File: config.mk
export PLATFORM = sky130hd
export DESIGN_NAME = fetch
export DESIGN_NICKNAME = d
export VERILOG_FILES = /design/src/rtl/fetch.sv
export SDC_FILE = /design/constraint.sdc
export NUM_CORES = 1
export LEC_CHECK = 0
export BUFFER_PORTS_ARGS = -buffer_cell sky130_fd_sc_hd__buf_2
export CORE_ASPECT_RATIO = 1.4
export CORE_UTILIZATION = 54
export DETAILED_ROUTE_END_ITERATION = 10
export PLACE_DENSITY = 0.81
export SYNTH_ARGS = -nofsm -noshare
export SYNTH_HDL_FRONTEND = slang
export SYNTH_SLANG_ARGS = --single-unit
File: constraint.sdc
create_clock -name clk -period 2.35 [get_ports clk]
set_input_delay 0.235 -clock clk [delete_from_list [all_inputs] [get_ports clk]]
set_output_delay 0.235 -clock clk [all_outputs]
set_load 0.05 [all_outputs]
File: src/rtl/fetch.sv
// Instruction-fetch stage: owns the PC, runs a single-outstanding imem port and
// feeds decode a registered {pc, inst}, with a one-entry skid buffer for stalls.
package fetch_pkg;

   typedef struct packed {
      logic [3:0] flush_req;
      logic       stall_req;
   } PipeRequest;

   typedef struct packed {
      logic stall;
      logic flush;
   } PipeControl;

   typedef struct packed {
      logic [31:0] pc;
      logic [31:0] inst;
   } FetchInfo;

endpackage

module fetch
   import fetch_pkg::*;
#(
   parameter logic [31:0] RESET_PC = 32'h0000_0000,
   parameter logic [31:0] NOP_INST = 32'h0000_0013
) (
   input  logic        clk,
   input  logic        rst,
   output PipeRequest  req,
   input  PipeControl  pipe,
   input  logic        branch_taken,
   input  logic [31:0] branch_target,
   output logic        imem_req,
   output logic [31:0] imem_addr,
   input  logic        imem_ready,
   input  logic        imem_rvalid,
   input  logic [31:0] imem_rdata,
   output FetchInfo    fetch_info,
   output logic        error
);

   logic [31:0] r_pc;
   logic [31:0] r_req_pc;
   logic        r_outstanding;
   logic        r_drop;
   logic        r_buf_valid;
   logic [31:0] r_buf_pc;
   logic [31:0] r_buf_inst;
   FetchInfo    r_fetch_info;
   logic        r_error;

   logic        w_issue;
   logic        w_accept;
   logic        w_resp;
   logic        w_live;
   FetchInfo    w_bubble;
   logic [31:0] w_pc_nxt;
   logic [31:0] w_req_pc_nxt;
   logic        w_outstanding_nxt;
   logic        w_drop_nxt;
   logic        w_buf_valid_nxt;
   logic [31:0] w_buf_pc_nxt;
   logic [31:0] w_buf_inst_nxt;
   FetchInfo    w_fetch_info_nxt;
   logic        w_error_nxt;

   // Fetch never asks the rest of the pipe to stall or flush.
   assign req        = '{flush_req: 4'b0000, stall_req: 1'b0};
   assign imem_req   = w_issue;
   assign imem_addr  = r_pc;
   assign fetch_info = r_fetch_info;
   assign error      = r_error;

   // Issue/response qualification and next-state for all fetch state.
   always_comb begin
      w_bubble          = '{pc: 32'h0000_0000, inst: NOP_INST};
      w_issue           = !rst && !branch_taken && !r_buf_valid
                          && (!r_outstanding || imem_rvalid)
                          && !(imem_rvalid && pipe.stall);
      w_accept          = w_issue && imem_ready;
      // A response with nothing outstanding is stale (e.g. from before reset).
      w_resp            = imem_rvalid && r_outstanding;
      w_live            = w_resp && !r_drop && !branch_taken;

      w_pc_nxt          = r_pc;
      w_req_pc_nxt      = r_req_pc;
      w_outstanding_nxt = r_outstanding;
      w_drop_nxt        = r_drop;
      w_buf_valid_nxt   = r_buf_valid;
      w_buf_pc_nxt      = r_buf_pc;
      w_buf_inst_nxt    = r_buf_inst;
      w_fetch_info_nxt  = r_fetch_info;
      w_error_nxt       = branch_taken && (branch_target[1:0] != 2'b00);

      if (branch_taken) begin
         w_pc_nxt = {branch_target[31:2], 2'b00};
      end else if (w_accept) begin
         w_pc_nxt     = r_pc + 32'd4;
         w_req_pc_nxt = r_pc;
      end else begin
         w_pc_nxt = r_pc;
      end

      if (w_accept) begin
         w_outstanding_nxt = 1'b1;
      end else if (w_resp) begin
         w_outstanding_nxt = 1'b0;
      end else begin
         w_outstanding_nxt = r_outstanding;
      end

      // A redirect with the old request still in flight must discard its reply.
      if (branch_taken) begin
         w_drop_nxt = r_outstanding && !imem_rvalid;
      end else if (w_resp) begin
         w_drop_nxt = 1'b0;
      end else begin
         w_drop_nxt = r_drop;
      end

      if (branch_taken || pipe.flush) begin
         w_buf_valid_nxt = 1'b0;
      end else if (pipe.stall) begin
         if (w_live) begin
            w_buf_valid_nxt = 1'b1;
            w_buf_pc_nxt    = r_req_pc;
            w_buf_inst_nxt  = imem_rdata;
         end else begin
            w_buf_valid_nxt = r_buf_valid;
         end
      end else begin
         w_buf_valid_nxt = 1'b0;
      end

      if (pipe.stall) begin
         w_fetch_info_nxt = r_fetch_info;
      end else if (pipe.flush) begin
         w_fetch_info_nxt = w_bubble;
      end else if (r_buf_valid) begin
         w_fetch_info_nxt = '{pc: r_buf_pc, inst: r_buf_inst};
      end else if (w_live) begin
         w_fetch_info_nxt = '{pc: r_req_pc, inst: imem_rdata};
      end else begin
         w_fetch_info_nxt = w_bubble;
      end
   end

   // State register with synchronous reset.
   always_ff @(posedge clk) begin
      if (rst) begin
         r_pc          <= RESET_PC;
         r_req_pc      <= 32'h0000_0000;
         r_outstanding <= 1'b0;
         r_drop        <= 1'b0;
         r_buf_valid   <= 1'b0;
         r_buf_pc      <= 32'h0000_0000;
         r_buf_inst    <= 32'h0000_0000;
         r_fetch_info  <= '{pc: 32'h0000_0000, inst: NOP_INST};
         r_error       <= 1'b0;
      end else begin
         r_pc          <= w_pc_nxt;
         r_req_pc      <= w_req_pc_nxt;
         r_outstanding <= w_outstanding_nxt;
         r_drop        <= w_drop_nxt;
         r_buf_valid   <= w_buf_valid_nxt;
         r_buf_pc      <= w_buf_pc_nxt;
         r_buf_inst    <= w_buf_inst_nxt;
         r_fetch_info  <= w_fetch_info_nxt;
         r_error       <= w_error_nxt;
      end
   end

endmodule

### Word level (Yosys, flattened, before mapping)

Index checks and enable logic that the tools add are counted.

* register bits: 196
* input port bits: 71
* output and inout bits: 103
* logic and storage cells: 51

* add/subtract/negate cells: 1
* mux-type cells: 8
* bitwise operators: 3
* reductions and logical operators: 28

Operator list (count)
* $mux W64: 3
* $mux W32: 2
* $add A32 B3 Y32 const B: 1
* $logic_and A1 B1 Y1: 11
* $reduce_bool A2 Y1: 4
* $logic_not A1 Y1: 7
* $mux W1: 3
* $not A1 Y1: 3
* $reduce_and A3 Y1: 1
* $reduce_or A3 Y1: 1
* $logic_or A1 B1 Y1: 2
* $reduce_and A2 Y1: 1
* $reduce_or A2 Y1: 1

### Depth between registers and ports, before layout

Gate-level depths: netlist (run 1).

* word-level depth: 8
* gate-level depth with buffers: 7
* gate-level depth less buffers: 6

### Worst setup path after synthesis (run 1)

OpenSTA, ideal clock, no wires.

* path type: in2out
* start: input branch_taken
* end: output imem_req
* arrival: 2.273 ns
* data required time: 2.115 ns
* setup slack: -0.158 ns
* stages on the path: 4
* path buffers: 3
* cell sequence: buf_6 -> clkbuf_1 -> clkbuf_1 -> nor4_1

* cells in the longest elaborated chain, start to end: 5

Ends and longest elaborated chain
* from (decl): line 32 `input logic branch_taken,`
* $logic_not A1 Y1: line 78 `w_issue = !rst && !branch_taken && !r_buf_valid`
* $logic_and A1 B1 Y1 (2 in series): line 78
* $logic_and A1 B1 Y1: line 79 `&& (!r_outstanding || imem_rvalid)`
* $logic_and A1 B1 Y1: line 80 `&& !(imem_rvalid && pipe.stall);`
* to (decl): line 34 `output logic imem_req,`

Every way passes these cells.

### Worst setup path after layout (run 1)

* start: register r_buf_valid
* end: register r_pc[30] (netlist: imem_addr[30])

* cells in the longest elaborated chain, start to end: 6

Ends and longest elaborated chain
* from (decl): line 47 `logic r_buf_valid;`
* from (signal assigned): line 166 `r_buf_valid <= w_buf_valid_nxt;`
* $logic_not A1 Y1: line 78
* $logic_and A1 B1 Y1: line 78
* $logic_and A1 B1 Y1: line 79
* $logic_and A1 B1 Y1: line 80
* $logic_and A1 B1 Y1: line 81 `w_accept = w_issue && imem_ready;`
* $reduce_bool A2 Y1 (no source line)
* to (signal assigned): line 162 `r_pc <= w_pc_nxt;`
* to (decl): line 43 `logic [31:0] r_pc;`

Every way passes these cells.
A chain may end at the register's enable or synchronous reset.

==> impl_metrics.py, run 1 <==
metrics = {
    "layout": {
        "final_area_sq_um": 9500,
        "final_cell_mix": "nand2_1, dfxtp_1, buf_2",
        "area_delta_synth_final_pct": 20.7,
        "fillers": 1197,
        "fin_cells": 1281,
        "diodes": 0,
        "drive_above_1_share": 0.260,
        "final_common_cell": "nand2_1",
        "nNetsFinal": 1155,
    },
    "clock_network": {
        "hold_buffers": 0,
        "cts_num_sinks": 188,
        "cts_htree_levels": 4,
        "clockRootBuffer": "clkbuf_16",
        "clk_pin_slew_ns": 0.07,
        "cts_tree": "built",
        "clk_latency_ns": 0.42,
        "cts_buffers": 17,
        "post_cts_buffers": 0,
        "clockBufferDepth": 2,
        "cts_resized": 0,
    },
    "logic_synthesis": {
        "synth-seq-cells": 188,
        "avgSynthCellArea_sq_um": 8.30,
        "synth.distinct_cells": 50,
        "synth_edf_count": 0,
        "syn-instance-count": 948,
        "async_reset_ff_frac": 0,
        "ys.flop_type": "dfxtp_1",
        "yosys_warnings": 0,
        "syn_area_sq_um": 7870,
        "ys_seq_area_frac": 0.478,
    },
    "global_route": {
        "grt_pass1_vias": 6847,
        "grt_pass1_wl_um": 33100,
        "grt_max_degree": 75,
        "overflow": 0,
        "grt_use_total": 0.273,
        "antenna_found_initial": 0,
    },
    "place": {
        "pre_cts_slack_ns": 0.292,
        "numPortBuffers": 164,
        "placedCellCount": 1249,
        "placed_area_sq_um": 8880,
        "place.gp.congestion": 0.832,
        "place_hpwl_um": 13200,
    },
    "min_path": {
        "worst_hold_path.endpoint": "error",
        "worstHoldStart": "branch_target[0]",
        "holdPathStages": 2,
        "hp-class": "in2reg",
    },
    "worst_setup_path": {
        "timing.rr.start": "r_buf_valid",
        "crit_path_end_kind": "register",
        "r2r_cells": 6,
        "cp_cell_sequence": "nor4b_1, nand2_2, buf_4, and3_1, a21oi_1, o22ai_1",
        "arrival_ns": 2.37,
        "cp_max_fo": 20,
        "cp_slowest_cell": "nor4b_1",
        "critical_path_class": "reg2reg",
        "crit_required_ns": 2.63,
        "r2r_end": "imem_addr[30]",
        "cp-start-kind": "register",
        "cp_slowest_stage_delay_ns": 0.59,
        "reg2reg_slack_ns": 0.26,
    },
    "timing": {
        "fin_skew_ns": 0.0106,
        "min_period_over_period": 0.889,
        "layout_setup_ws_ns": 0.260,
        "worstMarginPinSlew_ns": 0.747,
        "period_needed_ns": 2.09,
        "setup_tns_ns": 0,
        "slew_headroom": 0.502,
        "max_freq_ghz": 0.478,
        "setup_viol": 0,
        "holdWs_ns": 0.0151,
        "hold_violations": 0,
        "final-max-slew-violation-count": 0,
        "rsz0062_at_grt": "false",
    },
    "detailed_routing": {
        "drc": 0,
        "ant_nets": 0,
        "wl_per_cell_um": 16.1,
        "dr.pass1.iters": 5,
        "vias": 7265,
        "avgViaCountPerCell": 5.67,
        "drtIter0Drc": 488,
        "wl_um": 20600,
    },
    "run_status": {
        "outcome": "finished, final reports clean",
    },
    "die": {
        "io_pins": 174,
        "rows": 51,
        "die_y_um": 145,
        "dieArea_sq_um": 15100,
        "core_sq_um": 14000,
        "start_util": 0.560,
        "die_w_um": 104,
    },
    "pwr": {
        "combPwrFrac": 0.077,
        "switching_share": 0.244,
        "ir_drop_mv": 0.423,
        "switchingPower_uw": 1660,
        "internal-power_uw": 5130,
        "cellLeakagePower_uw": 0.00372,
        "seq_power_share": 0.484,
        "power-per-cell-area_nw_per_um2": 715,
        "power_frac_clock": 0.439,
    },
    "flow_run": {
        "cap_violations": 0,
    },
}
==> state kept, by name, indices dropped and copies added, names as in the netlist <==
name and flops:
fetch_info 62, r_buf_inst 32, imem_addr 30, r_buf_pc 30, r_req_pc 30, error 1, r_buf_valid 1, r_drop 1
r_outstanding 1
==> cell usage after synthesis (all sizes together) (11+ instances only) <==
cell type  count  area (sq um)
nand2        216           811
dfxtp        188          3760
a21oi        116           581
nor2          82           308
clkbuf        66           248
a22oi         63           473
mux2          51           574
nand3         20           105
o21ai         18          90.1
buf           15           101
a31oi         12          75.1
nand4         11          68.8
==> critical path, delay by kind of cell, from the launching register on <==
family / cells / cell delay, ns
compound gates: 2 / 0.20
buf+inv: 1 / 0.29
simple gates: 3 / 1.10
flops: 1 / 0.36
==> metrics by stage <==
stage	util	power (uW)
6_report	0.676	6790
5_1_grt	0.676	6980
4_1_cts	0.676	6810
3_5_place_dp	0.633	3870
3_3_place_gp	0.633	3870
2_1_floorplan	-	3700
==> area by class of cell <==
type | count | area (sq um) | area share
Clock buffer | 24 | 513 | 0.0540
Clock inverter | 8 | 103 | 0.0108
Inverter | 6 | 22.5 | 0.00237
Multi-Input combinational cell | 681 | 3780 | 0.398
Sequential cell | 188 | 3770 | 0.397
Tap cell | 185 | 231 | 0.0244
Timing Repair Buffer | 189 | 1080 | 0.113
==> power groups by stage <==
stage	combinational [uW]	sequential, uW	clock, uW
after detailed placement	515	3360	0
after global routing	555	3290	3130
after floorplan	247	3460	0
after CTS	519	3290	3010
final	521	3290	2980
after global placement	511	3360	0
==> worst max path at each step <==
| stage | startpoint | to | slack (ns) |
|---|---|---|---|
| after floorplan | imem_addr[10] | imem_addr[24] | 0.05 |
| after global placement | branch_taken | imem_addr[30] | 0.34 |
| after detailed placement | branch_taken | imem_addr[30] | 0.29 |
| after CTS | r_buf_valid | imem_addr[30] | 0.30 |
| after global routing | r_buf_valid | imem_addr[7] | 0.09 |
| final | r_buf_valid | imem_addr[30] | 0.26 |
==> logic make-up after synthesis <==
logic type / synth area share
compound gates: 0.177
xor+xnor: 0.00668
fa+ha+maj: 0.00159
buf+inv: 0.0472
flops: 0.478
mux: 0.0781
other cells: 0.000477
simple gates: 0.211
==> metal layers <==
layer / vias up / wire [um] / GRT usage
li1: 3532 / - / -
met1: 3403 / 8630 / 0.326
met2: 278 / 10200 / 0.480
met3: 52 / 1210 / 0.0484
met4: 0 / 622 / 0.131
met5: - / 0 / 0
Power figures use the tool's default switching activity.
==> inputs of run 2 (changes only) <==
--- a/config.mk
+++ b/config.mk
@@ -6,7 +6,6 @@
 export NUM_CORES = 1
 export LEC_CHECK = 0
 export BUFFER_PORTS_ARGS = -buffer_cell sky130_fd_sc_hd__buf_2
-export CORE_ASPECT_RATIO = 1.4
 export CORE_UTILIZATION = 54
 export DETAILED_ROUTE_END_ITERATION = 10
 export PLACE_DENSITY = 0.81
==> impl_metrics.py, run 2 (synthesis results as in run 1) <==
metrics = {
    "clock_network": {
        "clk_pin_slew_ns": 0.07,
        "hold_buffers": 0,
        "clockBufferDepth": 2,
        "clk_latency_ns": 0.43,
        "cts_num_sinks": 188,
        "cts_buffers": 17,
        "cts_tree": "built",
        "clockRootBuffer": "clkbuf_16",
        "cts_htree_levels": 4,
    },
    "place": {
        "placedCellCount": 1242,
        "place.gp.congestion": 0.830,
        "place_hpwl_um": 13100,
        "numPortBuffers": 164,
        "pre_cts_slack_ns": 0.232,
        "placed_area_sq_um": 8830,
    },
    "detailed_routing": {
        "vias": 7212,
        "dr.pass1.iters": 7,
        "wl_um": 20100,
        "drtIter0Drc": 608,
        "avgViaCountPerCell": 5.65,
        "ant_nets": 0,
        "wl_per_cell_um": 15.8,
        "drc": 0,
    },
    "pwr": {
        "cellLeakagePower_uw": 0.00374,
        "ir_drop_mv": 0.534,
        "power-per-cell-area_nw_per_um2": 744,
    },
    "timing": {
        "min_period_over_period": 0.872,
        "setup_viol": 0,
        "setup_tns_ns": 0,
        "max_freq_ghz": 0.488,
        "hold_violations": 0,
        "slew_headroom": 0.391,
        "worstMarginPinSlew_ns": 0.914,
        "rsz0062_at_grt": "false",
        "period_needed_ns": 2.05,
        "fin_skew_ns": 0.00534,
        "layout_setup_ws_ns": 0.300,
        "final-max-slew-violation-count": 0,
    },
    "global_route": {
        "grt_pass1_vias": 6498,
        "antenna_found_initial": 2,
        "overflow": 0,
        "grt_pass1_wl_um": 32200,
        "grt_use_total": 0.272,
        "grt_max_degree": 90,
    },
    "die": {
        "io_pins": 174,
        "start_util": 0.560,
        "die_y_um": 123,
        "die_w_um": 123,
        "core_sq_um": 14000,
        "rows": 43,
        "dieArea_sq_um": 15100,
    },
    "worst_setup_path": {
        "cp-start-kind": "register",
        "arrival_ns": 2.34,
        "critPathLaunch": "r_buf_valid",
        "timing.rr.start": "r_buf_valid",
        "r2r_cells": 6,
        "reg2reg_slack_ns": 0.30,
        "critical_path_class": "reg2reg",
        "cp_max_fo": 17,
        "r2r_end": "imem_addr[21]",
        "crit_required_ns": 2.64,
        "crit_path_end_kind": "register",
    },
    "layout": {
        "area_delta_synth_final_pct": 21.0,
        "multi_input_area_sq_um": 3790,
        "largest_register_ffs": 62,
        "regArea_sq_um": 3770,
        "fillers": 1135,
        "final_cell_mix": "nand2_1, dfxtp_1, buf_2",
        "final_common_cell": "nand2_1",
        "final_area_sq_um": 9520,
        "fin_cells": 1276,
        "drive_above_1_share": 0.261,
        "nNetsFinal": 1153,
    },
    "min_path": {
        "hp-class": "in2reg",
        "worstHoldStart": "branch_target[0]",
        "worst_hold_path.endpoint": "error",
        "holdPathStages": 2,
    },
    "flow_run": {
        "cap_violations": 0,
    },
    "run_status": {
        "outcome": "finished, final reports clean",
    },
}
run 2: how the worst max path moves through the flow:
stage | slack, ns | to
finish | 0.30 | imem_addr[21]
global route | 0.17 | imem_addr[23]
CTS | 0.20 | imem_addr[7]
detailed placement | 0.23 | imem_addr[7]
global placement | 0.28 | imem_addr[7]
floorplan | 0.05 | imem_addr[24]
run 2: what timing repair did:
| action | in CTS | in global routing |
|---|---|---|
| setup buffers | 0 | 0 |
| resized for setup | 0 | 1 |
| setup endpoints to repair | 0 | 3 |
run 2: report_power, final:
part | internal [uW] | leakage, uW | switching (uW) | total (uW)
combinational | 154 | 0.00188 | 360 | 515
clock | 2030 | 0.000329 | 1250 | 3280
sequential | 3230 | 0.00152 | 62.3 | 3290
run 2: routing by layer:
metal / part of all wire / track usage / wire (um)
met1: 0.43 / 0.364 / 8640
met2: 0.48 / 0.425 / 9740
met3: 0.061 / 0.0558 / 1230
met4: 0.024 / 0.117 / 474
met5: 0.00065 / 0 / 13
run 2: final cells by class:
type | count | area share
sequential | 188 | 0.396
tap | 180 | 0.0237
multi-input combinational | 681 | 0.398
timing repair buffer | 187 | 0.109
clock buffer | 19 | 0.0465
antenna | 2 | 0.000526
clock inverter | 13 | 0.0244
inverter | 6 | 0.00237
run 2: metrics by stage:
step	total power [uW]	utilization	hold slack, ns
after floorplan	3700	-	0.311
after global placement	3860	0.629	0.431
after detailed placement	3870	0.629	0.445
after CTS	7110	0.677	0.00804
after global routing	7310	0.678	0.0163
final	7090	0.678	0.0138
run 2: critical path, stage by stage, from the launching register on:
cell,delay [ns]
dfxtp_4,0.43
or4b_4,0.59
nor4_4,0.25
buf_4,0.23
nand3_1,0.11
a31oi_1,0.21
o22ai_1,0.10
